## src/rtl/snow64_lar_line_packer_pkg.sv

```systemverilog
// Shared types for the LAR line packer: line/scalar/offset types, FSM state,
// start/output bundles and element-width helpers.
package PkgSnow64LarLinePacker;

    localparam int LAR_DATA_WIDTH_P = 256;
    localparam int SCALAR_WIDTH_P   = 64;
    localparam int OFFSET_WIDTH_P   = 5;
    localparam int LINE_BYTES       = LAR_DATA_WIDTH_P / 8;

    typedef logic [LAR_DATA_WIDTH_P-1:0] LarData;
    typedef logic [SCALAR_WIDTH_P-1:0]   ScalarData;
    typedef logic [OFFSET_WIDTH_P-1:0]   DataOffset;

    localparam logic [1:0] DT_UINT     = 2'd0;
    localparam logic [1:0] DT_SINT     = 2'd1;
    localparam logic [1:0] DT_BFLOAT16 = 2'd2;

    typedef enum logic [1:0] {
        IDLE   = 2'd0,
        FILL   = 2'd1,
        OUTPUT = 2'd2
    } StatePacker;

    typedef struct packed {
        LarData                  line;
        logic [1:0]              data_type;
        logic [1:0]              int_type_size;
        DataOffset               offset;
        logic [OFFSET_WIDTH_P:0] count;
    } PortIn_LarLinePackerStart;

    typedef struct packed {
        logic   valid;
        LarData data;
    } PortOut_LarLinePacker;

    // log2 of the element width in bytes; bfloat16 is always 2 bytes.
    function automatic logic [1:0] elem_log2(input logic [1:0] data_type,
                                             input logic [1:0] int_type_size);
        return (data_type == DT_BFLOAT16) ? 2'd1 : int_type_size;
    endfunction

    function automatic logic [3:0] elem_bytes(input logic [1:0] data_type,
                                              input logic [1:0] int_type_size);
        return 4'd1 << elem_log2(data_type, int_type_size);
    endfunction

endpackage

```

## src/rtl/snow64_lar_lane_merge.sv

```systemverilog
// Overwrites `width` bytes of a line at byte `offset` with the low bytes of a scalar.
// Latency: combinational.
// Backpressure: none; pure function of its inputs.
module snow64_lar_lane_merge
    import PkgSnow64LarLinePacker::*;
(
    input  LarData     line,
    input  ScalarData  scalar,
    input  DataOffset  offset,
    input  logic [3:0] width,
    output LarData     merged
);

    logic [5:0] rel;

    // Bytes before the offset wrap rel to >= 33, so the single compare covers both bounds.
    always_comb begin
        merged = line;
        rel    = '0;
        for (int i = 0; i < LINE_BYTES; i++) begin
            rel = 6'(i) - {1'b0, offset};
            if (rel < {2'b00, width}) begin
                merged[i*8 +: 8] = scalar[{rel[2:0], 3'b000} +: 8];
            end
        end
    end

endmodule

```

## src/rtl/snow64_lar_line_packer.sv

```systemverilog
// Packs a stream of scalars into one LAR line at successive type-aligned offsets.
// Latency: 1 start cycle + 1 cycle per element, out_valid the cycle after the last accept.
// Backpressure: in_ready only in FILL; the line is held in OUTPUT until out_ready.
module snow64_lar_line_packer
    import PkgSnow64LarLinePacker::*;
#(
    parameter int LAR_DATA_WIDTH = 256,
    parameter int SCALAR_WIDTH   = 64,
    parameter int OFFSET_WIDTH   = 5
) (
    input  logic                      clk,
    input  logic                      rst_n,
    input  logic                      start,
    input  logic [LAR_DATA_WIDTH-1:0] start_line,
    input  logic [1:0]                start_data_type,
    input  logic [1:0]                start_int_type_size,
    input  logic [OFFSET_WIDTH-1:0]   start_offset,
    input  logic [OFFSET_WIDTH:0]     start_count,
    input  logic                      in_valid,
    output logic                      in_ready,
    input  logic [SCALAR_WIDTH-1:0]   in_data,
    output logic                      out_valid,
    input  logic                      out_ready,
    output logic [LAR_DATA_WIDTH-1:0] out_data,
    output logic                      busy
);

    localparam logic [OFFSET_WIDTH:0] LINE_END = (OFFSET_WIDTH+1)'(LAR_DATA_WIDTH / 8);

    PortIn_LarLinePackerStart start_req;
    PortOut_LarLinePacker     out_port;

    StatePacker            state;
    LarData                line_q;
    logic [3:0]            width_q;
    logic [OFFSET_WIDTH:0] offset_q;
    logic [OFFSET_WIDTH:0] remaining_q;
    logic                  in_ready_q;
    logic                  out_valid_q;

    logic [3:0]            start_width;
    logic [1:0]            start_log2;
    DataOffset             start_aligned;
    logic [OFFSET_WIDTH:0] start_space;
    logic [OFFSET_WIDTH:0] start_remaining;
    logic [OFFSET_WIDTH:0] next_offset;
    logic                  accept;
    logic                  last_elem;
    LarData                merged_line;

    assign start_req = '{
        line:          start_line,
        data_type:     start_data_type,
        int_type_size: start_int_type_size,
        offset:        start_offset,
        count:         start_count
    };

    always_comb begin
        start_width     = elem_bytes(start_req.data_type, start_req.int_type_size);
        start_log2      = elem_log2(start_req.data_type, start_req.int_type_size);
        start_aligned   = start_req.offset & ~DataOffset'(start_width - 4'd1);
        start_space     = (LINE_END - {1'b0, start_aligned}) >> start_log2;
        start_remaining = (start_req.count == '0) ? start_space : start_req.count;
    end

    // Oversized counts are cut off by the line-end test rather than clamped at start.
    assign accept      = in_valid && in_ready_q;
    assign next_offset = offset_q + {2'b00, width_q};
    assign last_elem   = (remaining_q == (OFFSET_WIDTH+1)'(1)) || (next_offset >= LINE_END);

    snow64_lar_lane_merge u_lane_merge (
        .line   (line_q),
        .scalar (in_data),
        .offset (offset_q[OFFSET_WIDTH-1:0]),
        .width  (width_q),
        .merged (merged_line)
    );

    always_ff @(posedge clk or negedge rst_n) begin
        if (!rst_n) begin
            state       <= IDLE;
            line_q      <= '0;
            width_q     <= '0;
            offset_q    <= '0;
            remaining_q <= '0;
            in_ready_q  <= 1'b0;
            out_valid_q <= 1'b0;
        end else begin
            case (state)
                IDLE: begin
                    if (start) begin
                        state       <= FILL;
                        line_q      <= start_req.line;
                        width_q     <= start_width;
                        offset_q    <= {1'b0, start_aligned};
                        remaining_q <= start_remaining;
                        in_ready_q  <= 1'b1;
                    end
                end
                FILL: begin
                    if (accept) begin
                        line_q      <= merged_line;
                        offset_q    <= next_offset;
                        remaining_q <= remaining_q - (OFFSET_WIDTH+1)'(1);
                        if (last_elem) begin
                            state       <= OUTPUT;
                            in_ready_q  <= 1'b0;
                            out_valid_q <= 1'b1;
                        end
                    end
                end
                OUTPUT: begin
                    if (out_ready) begin
                        state       <= IDLE;
                        out_valid_q <= 1'b0;
                    end
                end
                default: begin
                    state       <= IDLE;
                    in_ready_q  <= 1'b0;
                    out_valid_q <= 1'b0;
                end
            endcase
        end
    end

    assign out_port  = '{valid: out_valid_q, data: line_q};
    assign out_valid = out_port.valid;
    assign out_data  = out_port.data;
    assign in_ready  = in_ready_q;
    assign busy      = (state != IDLE);

endmodule

```

## config.mk

```make
export PLATFORM = sky130hd
export DESIGN_NAME = snow64_lar_line_packer
export DESIGN_NICKNAME = d
export VERILOG_FILES = /design/src/rtl/snow64_lar_line_packer_pkg.sv /design/src/rtl/snow64_lar_lane_merge.sv /design/src/rtl/snow64_lar_line_packer.sv
export SDC_FILE = /design/constraint.sdc
export NUM_CORES = 1
export LEC_CHECK = 0
export CAP_MARGIN = 20
export CORE_AREA = 2 2 236 238
export CTS_BUF_LIST = sky130_fd_sc_hd__clkbuf_16
export CTS_CLUSTER_DIAMETER = 120
export CTS_CLUSTER_SIZE = 30
export DETAILED_ROUTE_END_ITERATION = 12
export DIE_AREA = 0 0 238 240
export GPL_TIMING_DRIVEN = 0
export MAX_ROUTING_LAYER = met4
export SYNTH_ARGS = -nofsm -noshare
export SYNTH_HDL_FRONTEND = slang
export SYNTH_SLANG_ARGS = --single-unit
```

## constraint.sdc

```tcl
create_clock -name clk -period 4.32 [get_ports clk]
set_input_delay 0.432 -clock clk [delete_from_list [all_inputs] [get_ports clk]]
set_output_delay 0.432 -clock clk [all_outputs]
set_load 0.1 [all_outputs]
```

# --- After elaboration in Yosys (flattened, before gate mapping) ---
# Cells that the tools add are included.
totals:
  wordCells: 284
  out_inout_bits: 259
  latch_bits: 0
  regBits: 276
  mem_bits_ro: 0
  n_memories: 0
  input_bits: 340
  mem_bits_rw: 0
classes:
  n_mul: 0
  n_eq_ne: 40
  n_mux: 56
  n_div: 0
  magnitude_cmp: 33
  bitwise_logic: 4
  shift: 34
  n_addsub: 36
  reduce_logical: 43
ops:
  columns: ["op", "n"]
  rows:
  - ["$shiftx 64x7->8", 32]
  - ["$mux 256", 2]
  - ["$pmux 256 s2", 1]
  - ["$mux 8", 32]
  - ["$lt 6x4->1", 32]
  - ["$reduce_and 4->1", 35]
  - ["$sub 5x5->6 const A", 16]
  - ["$ne 2x1->1 const B", 32]
  - ["$sub 4x5->6 const A", 8]
  - ["$mux 6", 5]
  - ["$pmux 6 s2", 2]
  - ["$sub 3x5->6 const A", 4]
  - ["$sub 1x5->6 const A", 2]
  - ["$sub 2x5->6 const A", 2]
  - ["$mux 2", 5]
  - ["$ne 2x2->1 const B", 4]
  - ["$add 6x4->6", 1]
  - ["$eq 6x1->1 const B", 1]
  - ["$ge 6x6->1 const B", 1]
  - ["$logic_not 6->1", 1]
  - ["$mux 1", 6]
  - ["$pmux 1 s3", 2]
  - ["$pmux 2 s3", 1]
  - ["$shr 6x2->6", 1]
  - ["15 further kinds", 18]

# --- Longest topological paths before layout ---
depth:
  depth_word: 11
  depth_mapped: 17
  mapped_depth_nobuf: 12

# --- Hierarchy ---
# A second synthesis with hierarchy kept.
hier_totals:
  cells_unflattened: 2358
  area_unflattened_um2: 19942.9
modules_own_cells:
  columns: ["module", "n_inst", "cells_each", "seq_area_each_um2", "area_per_inst_um2"]
  rows:
  - ["snow64_lar_line_packer", 1, 1597, 6906.6, 12958.7]
  - ["snow64_lar_lane_merge", 1, 761, 0.0, 6984.2]

# --- Worst setup path after synthesis ---
# OpenSTA, ideal clock, no wires.
synth_path:
  kind: "flip-flop to flip-flop"
  startpoint: "reg offset_q[1]"
  endpoint: "reg line_q[240], in the netlist out_data[240]"
  stages_incl_launch_ff: 15
  arrival_ns: 3.927
  slack_ns: 0.311
  required_ns: 4.239
  path_buffers: 5
  path_cell_list: "dfrtp_1 -> buf_2 -> buf_1 -> inv_1 -> ha_1 -> buf_2 -> buf_1 -> buf_2 -> inv_1 -> ha_1 -> nor2b_1 -> nor2_1 -> o221a_2 -> a31oi_2 -> mux2i_1"
synth_via:
  elab_chain_cells: 5
  word_cells_on_any_way: 8
  cone_classes: "add/sub: 1; order compare: 1; eq/ne: 1; shift: 1; mux: 3; reduce/logical: 1"
synth_lines:
  columns: ["item", "line_no", "rtl"]
  rows:
  - ["start, declared", "snow64_lar_line_packer.sv:36", "logic [OFFSET_WIDTH:0] offset_q;"]
  - ["start signal, assigned", "snow64_lar_line_packer.sv:96", "offset_q <= {1'b0, start_aligned};"]
  - ["start signal, assigned", "snow64_lar_line_packer.sv:104", "offset_q <= next_offset;"]
  - ["$sub 5x5->6 *", "snow64_lar_lane_merge.sv:21", "rel = 6'(i) - {1'b0, offset};"]
  - ["$shiftx 64x7->8", "snow64_lar_lane_merge.sv:23", "merged[i*8 +: 8] = scalar[{rel[2:0], 3'b000} +: 8];"]
  - ["$mux 8", "snow64_lar_lane_merge.sv:22", "if (rel < {2'b00, width}) begin"]
  - ["$mux 256", "snow64_lar_line_packer.sv:102", "if (accept) begin"]
  - ["$pmux 256 s2", "snow64_lar_line_packer.sv:90", "case (state)"]
  - ["end signal, assigned", "snow64_lar_line_packer.sv:94", "line_q <= start_req.line;"]
  - ["end signal, assigned", "snow64_lar_line_packer.sv:103", "line_q <= merged_line;"]
  - ["end, declared", "snow64_lar_line_packer.sv:34", "LarData line_q;"]
# Mark *: on every way between the ends. The rest lies on a longest branch, timed or not. The select of a mux whose other input is x is not followed.
# A chain may end at the register's enable or synchronous reset.

# --- Worst setup path in the final report ---
layout_path:
  startpoint: "reg offset_q[2]"
  endpoint: "reg line_q[17], in the netlist out_data[17]"
layout_via:
  elab_chain_cells: 5
  word_cells_on_any_way: 8
  cone_classes: "add/sub: 1; order compare: 1; eq/ne: 1; shift: 1; mux: 3; reduce/logical: 1"
layout_lines:
  columns: ["item", "line_no"]
  rows:
  - ["$sub 2x5->6 *", "snow64_lar_lane_merge.sv:21"]
  - ["$shiftx 64x7->8", "snow64_lar_lane_merge.sv:23"]
  - ["$mux 8", "snow64_lar_lane_merge.sv:22"]
  - ["$mux 256", "snow64_lar_line_packer.sv:102"]
  - ["$pmux 256 s2", "snow64_lar_line_packer.sv:90"]
# Marked as above.

==> impl_metrics.tcl <==
set metrics [dict create \
    ys_seq_area_share_pct 40.42 \
    hpwl_mm 62.66 \
    finalHoldViolCount 0 \
    synth-edff-count 0 \
    pre_cts_slack_ns -1.519 \
    syn_area_per_cell_um2 10.16 \
    yosys_warnings 0 \
    layout.cells.non_filler 3014 \
    crit_chain "inv_1, ha_1, clkbuf_1, nor2_1, xnor2_1, inv_1, ha_1, nand2_1, o21ba_2, nor4b_1, o21ai_2, mux2i_1" \
    tritoncts "yes" \
    fp-row-count 86 \
    crit_type "reg2reg" \
    cts-buffers-inserted 13 \
    path_clk_slew_ns 0.12 \
    cts_max_path_buffers 3 \
    layout_commonest_cell "clkdlybuf4s50_1" \
    grt_start_max_net_pins 110 \
    p_leak_nw 10.83 \
    maxCapViolCount 0 \
    grt_use_total_pct 27.28 \
    wl_mm 78.09 \
    synthArstFlopShare_pct 100.0 \
    finalClockSkew_ns 0.02636 \
    finalSetupViolations 0 \
    status "complete, no violations" \
    grt_first_pass_wirelength_mm 111.6 \
    drv_slew 0 \
    period_needed_ns 4.038 \
    p_per_area_mw_per_mm2 242.7 \
    synth_nets 2075 \
    setup_ws_ns 0.2825 \
    p_int_w 0.003880 \
    synth_seq_cells 276 \
    antenna_found_initial 12 \
    dp.cells 2984 \
    cpMaxStageDelayCell "inv_1" \
    ant_nets 0 \
    wl_per_cell_um 25.91 \
    cp.arrival_ns 4.49 \
    drtIter0Drc 1079 \
    cts-htree-levels 1 \
    clkPwrFrac_pct 25.1 \
    syn_inst 1681 \
    fmax_ghz 0.2477 \
    end_kind "register" \
    critPathBufInv 3 \
    fin_nets 2690 \
    place.port_buffers 596 \
    yosys.cell_types.count 79 \
    hp-class "in2reg" \
    core_region_area_mm2 0.05466 \
    power_frac_comb_pct 29.6 \
    ioPinCount 599 \
    firstDrtPassIters 5 \
    grt_setup_unrepaired "false" \
    drcViolationCount 0 \
    slew-limit-headroom_pct 22.95 \
    required_ns 4.77 \
    netlist_area_mm2 0.01709 \
    grt_pass1_vias 16381 \
    cts_root_buf "clkbuf_16" \
    power_frac_seq_pct 45.3 \
    gp_congestion 0.9398 \
    critical_path.top_delay_family "buffers and inverters" \
    timing.hold.ws_ns 0.3352 \
    swShare_pct 34.76 \
    via_count 15990 \
    worst_pin_slew_ns 1.143 \
    die_w_um 238 \
    cp_max_fo 19 \
    clock-sinks 276 \
    grt.overflow.total 0 \
    slowest_delay_ns 0.67 \
    synth_flop_cell "dfrtp_1" \
    insertion_delay_ns 0.53 \
    dieArea_mm2 0.05712 \
    power.switching_w 0.002067 \
    start_util_pct 31.26 \
    startpoint_type "register" \
    drive_gt1_share_pct 10.49 \
    syn_to_final_growth_pct 43.42 \
    layout_common_cells "clkdlybuf4s50_1, dfrtp_1, a21oi_1, nand2_1, inv_1" \
    ir_drop_uv 221.8 \
    via_per_inst 5.305 \
    fin_crit_sh_pct 93.46 \
    die_h_um 240 \
]
[worst min-delay path: stages]
cell and delay [ns]:
clkbuf_1 0.17, nand2_1 0.13, a31oi_1 0.09
[routing by layer]
metal	vias to the layer above	global-route usage [%]	wire (um)
met5	-	-	0
met4	0	6.212	1673
met1	8042	33.18	32030
met3	71	6.429	5900
met2	669	46.09	38480
li1	7208	-	-
[cells in the mapped netlist (5+ instances only)]
master | instances | area share [%]
dfrtp_1 | 276 | 40
a21oi_1 | 216 | 6.3
nand2_1 | 197 | 4.3
inv_1 | 180 | 4.0
mux2i_1 | 146 | 8.6
mux2_2 | 80 | 5.3
mux4_2 | 64 | 8.4
nor2_1 | 61 | 1.3
ha_1 | 52 | 3.8
clkbuf_1 | 41 | 0.90
o21ai_0 | 37 | 1.1
a22o_1 | 34 | 1.7
buf_2 | 25 | 0.73
xnor2_1 | 20 | 1.0
a211oi_1 | 19 | 0.83
a22oi_1 | 17 | 0.75
a2bb2oi_1 | 17 | 0.87
a31oi_1 | 12 | 0.44
nor2b_1 | 12 | 0.44
buf_1 | 11 | 0.24
a21o_1 | 8 | 0.35
nand2b_1 | 8 | 0.29
a21oi_2 | 7 | 0.36
nand3_1 | 7 | 0.21
xor2_1 | 7 | 0.36
o31ai_4 | 6 | 0.75
a21boi_0 | 5 | 0.22
and2_1 | 5 | 0.18
nor3_1 | 5 | 0.15
o22ai_1 | 5 | 0.18
[registers in the layout (all words and copies together) (netlist names)]
name,count
out_data,256
out_valid,1
remaining_q,6
in_ready,1
offset_q,6
state,2
width_q,4
[cell families after synthesis]
kind of cell | share of synthesized area [%]
flip-flops | 40.42
buffers and inverters | 6.210
multiplexers | 22.26
AND/OR/NAND/NOR | 8.290
XOR/XNOR | 1.384
adder cells (fa/ha/maj) | 4.042
AO/OA/AOI/OAI | 17.39
[through the flow]
| step | utilization (%) | area (um^2) | setup TNS, ns | total power, W |
|---|---|---|---|---|
| floorplan | - | 17090 | 0 | 0.003710 |
| global placement | 43.78 | 23930 | -2844.54 | 0.004476 |
| detailed placement | 43.90 | 24000 | -105.76 | 0.004494 |
| CTS | 44.75 | 24460 | 0 | 0.006003 |
| global route | 44.83 | 24500 | 0 | 0.006180 |
| finish | 44.83 | 24500 | 0 | 0.005947 |
[power by group through the flow]
stage / combinational, W / clock (W) / sequential [W]
after detailed placement: 0.00175 / 0 / 0.00274
after CTS: 0.00176 / 0.00155 / 0.00269
final: 0.00176 / 0.00149 / 0.00269
after global routing: 0.00185 / 0.00163 / 0.00270
after global placement: 0.00173 / 0 / 0.00274
after floorplan: 0.000496 / 0 / 0.00321
[final timing paths]
| check | cells after the start | to | slack, ns | startpoint |
|---|---|---|---|---|
| max in group asynchronous | 3 | out_data[174]$_DFFE_PN0P_ | 2.85 | rst_n |
| min | 3 | offset_q[3]$_DFFE_PN0P_ | 0.34 | start_offset[3] |
| max | 12 | out_data[17]$_DFFE_PN0P_ | 0.28 | offset_q[2]$_DFFE_PN0P_ |
| min reg2reg | 1 | out_data[205]$_DFFE_PN0P_ | 0.52 | out_data[205]$_DFFE_PN0P_ |
| max reg2reg | 12 | out_data[17]$_DFFE_PN0P_ | 0.28 | offset_q[2]$_DFFE_PN0P_ |
| min in group asynchronous | 2 | out_data[183]$_DFFE_PN0P_ | 0.46 | rst_n |
[cell type report]
type                            count  area, um^2
Timing Repair Buffer              604        6115
Clock buffer                       13       325.3
Fill cell                        5205       30160
Clock inverter                      4       31.28
Antenna cell                       12       30.03
Sequential cell                   276        6907
Inverter                          181       679.4
Multi-Input combinational cell   1140        9159
Tap cell                          704       880.8
Buffer                             80       376.6
[repair_timing]
action	4_1_cts	5_1_grt
resized for setup	8	3
cloned	0	0
setup buffers	3	0
hold buffers	1	0
pin swaps	3	0
hold endpoints to repair	63	0
setup endpoints to repair	192	60
Power figures use the tool's default switching activity.
